[config.mk]
export PLATFORM = sky130hd
export DESIGN_NAME = mem_req_initiator
export DESIGN_NICKNAME = d
export VERILOG_FILES = /design/src/rtl/mem_init_pkg.sv /design/src/rtl/mem_init_fifo.sv /design/src/rtl/mem_req_initiator.sv
export SDC_FILE = /design/constraint.sdc
export NUM_CORES = 1
export LEC_CHECK = 0
export BUFFER_PORTS_ARGS = -buffer_cell sky130_fd_sc_hd__buf_2
export CAP_MARGIN = 25
export CORE_MARGIN = 8
export CORE_UTILIZATION = 55
export CTS_CLUSTER_DIAMETER = 200
export CTS_CLUSTER_SIZE = 12
export DETAILED_ROUTE_END_ITERATION = 7
export GPL_TIMING_DRIVEN = 0
export PLACE_DENSITY = 0.83
export SETUP_SLACK_MARGIN = 0.1
export SLEW_MARGIN = 40
export SYNTH_ARGS = -nofsm -noshare
export SYNTH_HDL_FRONTEND = slang
export SYNTH_SLANG_ARGS = --single-unit
[constraint.sdc]
create_clock -name clk_i -period 3.6 [get_ports clk_i]
set_input_delay 0.36 -clock clk_i [delete_from_list [all_inputs] [get_ports clk_i]]
set_output_delay 0.36 -clock clk_i [all_outputs]
set_load 0.02 [all_outputs]
[src/rtl/mem_init_pkg.sv]
// Shared types for the word-addressed req/ready bus initiator: command and
// response records plus the transaction FSM state encoding.
package mem_init_pkg;

   // Default widths; the top-level WORD_ADDR_WIDTH and LAT_W must keep these values.
   localparam int CMD_ADDR_W = 16;
   localparam int RSP_LAT_W  = 8;

   typedef struct packed {
      logic                  wen;
      logic [CMD_ADDR_W-1:0] addr;
      logic [31:0]           wdata;
      logic [3:0]            be;
   } cmd_t;

   typedef struct packed {
      logic                 wen;
      logic [31:0]          rdata;
      logic [RSP_LAT_W-1:0] lat;
   } rsp_t;

   typedef enum logic [1:0] {
      IDLE = 2'd0,
      BUS  = 2'd1,
      RSP  = 2'd2
   } state_e;

endpackage

[src/rtl/mem_init_fifo.sv]
// Synchronous command FIFO. Not fall-through: a pushed entry becomes visible
// to the consumer one cycle later, when the registered count updates.
module mem_init_fifo
   import mem_init_pkg::*;
#(
   parameter int DEPTH = 4
) (
   input  logic                       clk_i,
   input  logic                       rst_i,
   input  logic                       push_i,
   input  cmd_t                       data_i,
   input  logic                       pop_i,
   output cmd_t                       data_o,
   output logic                       full_o,
   output logic                       empty_o,
   output logic [$clog2(DEPTH):0]     count_o
);

   localparam int PTR_W = $clog2(DEPTH);
   localparam int CNT_W = PTR_W + 1;

   cmd_t             mem_q [DEPTH];
   logic [PTR_W-1:0] wr_ptr_q, wr_ptr_d;
   logic [PTR_W-1:0] rd_ptr_q, rd_ptr_d;
   logic [CNT_W-1:0] count_q, count_d;
   logic             push_ok, pop_ok;

   assign full_o  = (count_q == CNT_W'(DEPTH));
   assign empty_o = (count_q == '0);
   assign count_o = count_q;
   assign data_o  = mem_q[rd_ptr_q];

   assign push_ok = push_i & ~full_o;
   assign pop_ok  = pop_i & ~empty_o;

   // NOTE: every always_comb output gets a default first so no path can infer a latch.
   always_comb begin
      wr_ptr_d = wr_ptr_q;
      rd_ptr_d = rd_ptr_q;
      count_d  = count_q;
      if (push_ok) wr_ptr_d = wr_ptr_q + 1'b1;
      if (pop_ok)  rd_ptr_d = rd_ptr_q + 1'b1;
      case ({push_ok, pop_ok})
         2'b10:   count_d = count_q + 1'b1;
         2'b01:   count_d = count_q - 1'b1;
         default: count_d = count_q;
      endcase
   end

   always_ff @(posedge clk_i) begin
      if (rst_i) begin
         wr_ptr_q <= '0;
         rd_ptr_q <= '0;
         count_q  <= '0;
      end else begin
         wr_ptr_q <= wr_ptr_d;
         rd_ptr_q <= rd_ptr_d;
         count_q  <= count_d;
      end
   end

   // NOTE: storage is not reset; the count guards every read, so stale entries are never used.
   always_ff @(posedge clk_i) begin
      if (push_ok) mem_q[wr_ptr_q] <= data_i;
   end

endmodule

[src/rtl/mem_req_initiator.sv]
// Bus initiator: buffers commands, issues each as one held req_o transaction,
// and returns read data plus the measured req_o-high latency.
module mem_req_initiator
   import mem_init_pkg::*;
#(
   parameter int WORD_ADDR_WIDTH = CMD_ADDR_W,
   parameter int FIFO_DEPTH      = 4,
   parameter int LAT_W           = RSP_LAT_W
) (
   input  logic                       clk_i,
   input  logic                       rst_i,
   input  logic                       cmd_valid_i,
   output logic                       cmd_ready_o,
   input  logic                       cmd_wen_i,
   input  logic [WORD_ADDR_WIDTH-1:0] cmd_addr_i,
   input  logic [31:0]                cmd_wdata_i,
   input  logic [3:0]                 cmd_be_i,
   output logic                       rsp_valid_o,
   input  logic                       rsp_ready_i,
   output logic                       rsp_wen_o,
   output logic [31:0]                rsp_rdata_o,
   output logic [LAT_W-1:0]           rsp_lat_o,
   output logic                       req_o,
   output logic [WORD_ADDR_WIDTH-1:0] addr_o,
   output logic                       wen_o,
   output logic [31:0]                wdata_o,
   output logic [3:0]                 be_o,
   input  logic [31:0]                rdata_i,
   input  logic                       ready_i,
   output logic                       busy_o
);

   localparam int CNT_W = $clog2(FIFO_DEPTH) + 1;

   cmd_t             fifo_wdata, fifo_rdata;
   logic             fifo_push, fifo_pop, fifo_full, fifo_empty;
   logic [CNT_W-1:0] fifo_count;

   state_e           state_q, state_d;
   logic             req_q, req_d;
   cmd_t             bus_q, bus_d;
   logic [LAT_W-1:0] lat_q, lat_d;
   rsp_t             rsp_q, rsp_d;
   logic             rsp_valid_q, rsp_valid_d;

   // Ready depends only on registered state, so a same-cycle pop never frees a slot.
   assign cmd_ready_o = ~rst_i & ~fifo_full;
   assign fifo_push   = cmd_valid_i & cmd_ready_o;
   assign fifo_wdata  = '{wen: cmd_wen_i, addr: cmd_addr_i, wdata: cmd_wdata_i, be: cmd_be_i};

   mem_init_fifo #(
      .DEPTH (FIFO_DEPTH)
   ) u_fifo (
      .clk_i   (clk_i),
      .rst_i   (rst_i),
      .push_i  (fifo_push),
      .data_i  (fifo_wdata),
      .pop_i   (fifo_pop),
      .data_o  (fifo_rdata),
      .full_o  (fifo_full),
      .empty_o (fifo_empty),
      .count_o (fifo_count)
   );

   always_comb begin
      state_d     = state_q;
      req_d       = req_q;
      bus_d       = bus_q;
      lat_d       = lat_q;
      rsp_d       = rsp_q;
      rsp_valid_d = rsp_valid_q;
      fifo_pop    = 1'b0;
      case (state_q)
         IDLE: begin
            if (!fifo_empty) begin
               fifo_pop = 1'b1;
               bus_d    = fifo_rdata;
               req_d    = 1'b1;
               lat_d    = LAT_W'(1);
               state_d  = BUS;
            end
         end
         BUS: begin
            if (ready_i) begin
               rsp_d.wen   = bus_q.wen;
               rsp_d.rdata = bus_q.wen ? 32'h0 : rdata_i;
               rsp_d.lat   = lat_q;
               rsp_valid_d = 1'b1;
               req_d       = 1'b0;
               state_d     = RSP;
            end else if (lat_q != '1) begin
               lat_d = lat_q + 1'b1;
            end
         end
         RSP: begin
            if (rsp_ready_i) begin
               rsp_valid_d = 1'b0;
               state_d     = IDLE;
            end
         end
         default: state_d = IDLE;
      endcase
   end

   always_ff @(posedge clk_i) begin
      if (rst_i) begin
         state_q     <= IDLE;
         req_q       <= 1'b0;
         bus_q       <= '0;
         lat_q       <= '0;
         rsp_q       <= '0;
         rsp_valid_q <= 1'b0;
      end else begin
         state_q     <= state_d;
         req_q       <= req_d;
         bus_q       <= bus_d;
         lat_q       <= lat_d;
         rsp_q       <= rsp_d;
         rsp_valid_q <= rsp_valid_d;
      end
   end

   assign req_o       = req_q;
   assign addr_o      = bus_q.addr;
   assign wen_o       = bus_q.wen;
   assign wdata_o     = bus_q.wdata;
   assign be_o        = bus_q.be;
   assign rsp_valid_o = rsp_valid_q;
   assign rsp_wen_o   = rsp_q.wen;
   assign rsp_rdata_o = rsp_q.rdata;
   assign rsp_lat_o   = rsp_q.lat;
   assign busy_o      = ~rst_i & ((fifo_count != '0) | (state_q != IDLE));

endmodule

==> out/results.tsv <==
metric	value	unit
ys_seq_area_frac	0.721	
synth_cell_types	40	
cts_resized	0	
antenna_found_initial	2	
fin_nets	1167	
fin_crit_sh	0.786	
hold_path_class	in -> reg	
cts_tree	built	
maxCapViolCount	0	
routedWlPerCell	20.2	um
synth_top_family_by_area	multiplexers	
synthesis.nets	904	
worst_ep_arrival_time	3.32	ns
finalHoldViolCount	0	
min_path_cells	1	
required	4.09	ns
finalMaxSlewViolations	0	
cts_buffer_depth	3	
io_pins	188	
p_total	10.3	mW
cts_made_buffers	31	
fin_skew	0.0129	ns
synthToLayoutAreaGrowth	22.2	%
syn-cell-area	0.0120	sq mm
hold_buffers	40	
dp_hpwl	17900	um
post_cts_buffers	0	
clock_latency	0.57	ns
drtIter0Drc	569	
drive_gt1_frac	0.285	
power.density	707	mW/mm^2
clock_sinks	325	
syn_inst	807	
synth_area_per_cell	14.8	sq um
synth_edf_count	212	
postSynth.asyncResetShare	0	
critPathKind	reg -> reg	
p_leak	5.26	nW
reg2regPathDepth	9	
rsz0062_at_grt	no	
wirelength	27700	um
gp_congestion	0.791	
maxSlewHeadroom	0.491	
dr_total_vias	7630	
synthMuxAreaShare	0.101	
ys_ff_latch	325	
utilization	0.677	
via_per_inst	5.56	
design_area	0.0146	sq mm
drc	0	
core	0.0216	sq mm
finalCriticalPeriod	2.83	ns
worstPathMaxFanout	10	
num_rows	54	
h-tree-depth	1	
setup-violations-final	0	
yosys.area_share.simple	0.0902	
ant_nets	0	
worst_setup_path_end_kind	flop	
dieWidth	164	um
place_ws	0.763	ns
place_area	0.0133	sq mm
grt_usage	0.202	
grt_pass1_vias	7886	
drtPass1Iterations	4	
fin_ws	0.771	ns
fmax	0.354	GHz
overflow	0	
synth-xor-area-share	0.00366	
fin_hold_ws	0.0200	ns
yosys_warnings	0	
grt_pass1_wl	42500	um
start_kind	flop	
worst_pin_slew	0.763	ns
synth_ff_type	edfxtp_1	
root_buffer	clkbuf_16	
portBuffers	186	
synth_compound_area_frac	0.0545	
synth_fa_ha_area_frac	0.00795	
clk_pin_slew_worst_paths	0.07	ns
status	completed	
die_area	0.0267	sq mm
ir_drop	0.517	mV
grt_max_degree	33	
start_util	0.554	
dieHeight	164	um
## power by group
part	switching (mW)	internal, mW
registers	0.213	4.38
logic	1.73	1.09
clock network	1.32	1.61
total	3.26	7.09
## final cells by class
class	count	area (sq um)
Sequential cell	325	8630
Timing Repair Buffer	230	1410
Multi-Input combinational cell	423	3080
Fill cell	1489	6990
Inverter	8	30.0
Clock buffer	52	855
Antenna cell	2	5.00
Buffer	51	235
Clock inverter	2	31.3
Tap cell	280	350
## per-layer routing
layer	GRT usage	vias to the layer above	routed length (um)
met2	0.353	299	13600
met4	0.0533	0	620
met3	0.0481	42	2270
met5	0	-	0
met1	0.248	3777	11200
li1	-	3512	-
## path summary, 6_finish.rpt
check                           slack [ns]                      startpoint                              to
worst max-delay path                  0.77  u_fifo.count_o[2]$_SDFFE_PP0P_  u_fifo.count_o[2]$_SDFFE_PP0P_
worst min-delay path                  0.02                 cmd_wdata_i[19]   u_fifo.mem_q[2][23]$_DFFE_PP_
worst max register to register        0.77  u_fifo.count_o[2]$_SDFFE_PP0P_  u_fifo.count_o[2]$_SDFFE_PP0P_
worst min register to register        0.45     rsp_rdata_o[2]$_SDFFE_PP0P_     rsp_rdata_o[2]$_SDFFE_PP0P_
## per-stage QoR
step           TNS [ns]  cells
2_1_floorplan         0    807
3_5_place_dp          0   1277
4_1_cts               0   1371
6_report              0   1373
5_1_grt               0   1373
3_3_place_gp     -26.81   1273
## sequential cells by signal, summed over array words and instances, names as in the netlist, 3 cells and up
signal / flops
rsp_lat_o: 8
wdata_o: 32
addr_o: 16
be_o: 4
u_fifo.mem_q: 212
lat_q: 8
rsp_rdata_o: 32
u_fifo.count_o: 3
## logic make-up (layout without fill, tap and decap cells)
logic type	Yosys count	in the layout
compound gates	122	122
flops	325	325
buf+inv	59	343
simple gates	235	235
mux	54	54
other cells	0	2
xor+xnor	5	5
fa+ha+maj	7	7
## cell usage in the layout (no fill, tap or decap), drive strengths merged, types with 3 or more instances in the layout
cell type / synthesis / final
a31oi: 4 / 4
ha: 6 / 6
buf: 26 / 216
inv: 8 / 10
dfxtp: 113 / 113
o21ai: 5 / 5
nand3: 10 / 10
or3b: 3 / 3
edfxtp: 212 / 212
nand3b: 33 / 33
nor3: 3 / 3
clkbuf: 25 / 77
nand2: 163 / 163
xnor2: 3 / 3
and2: 5 / 5
dlygate4sd3: 0 / 40
mux4: 53 / 53
a21oi: 104 / 104
nor2: 10 / 10
## worst max-delay path: stages (launching register included)
cell      delay (ns)
dfxtp_1         0.36
or3_1           0.40
nand2_1         0.34
inv_2           0.07
clkbuf_1        0.28
ha_1            0.33
fa_1            0.38
xnor2_1         0.14
or3_1           0.30
a21oi_1         0.14
## synthesized netlist by cell type (2+ instances only)
library cell	count	area, sq um
a21oi_1	104	521
a31oi_1	4	25.0
and2_1	5	31.3
buf_2	20	100
buf_4	5	37.5
clkbuf_1	25	93.8
dfxtp_1	113	2260
edfxtp_1	212	6370
ha_1	6	75.1
inv_1	7	26.3
mux4_2	53	1190
nand2_1	163	612
nand3_1	10	50.1
nand3b_1	33	248
nand4_1	2	12.5
nor2_1	10	37.5
nor2b_1	2	12.5
nor3_1	3	15.0
o21ai_0	4	20.0
o31ai_1	2	15.0
or3_1	2	12.5
xnor2_1	3	26.3
xor2_1	2	17.5
Power figures use the tool's default switching activity.
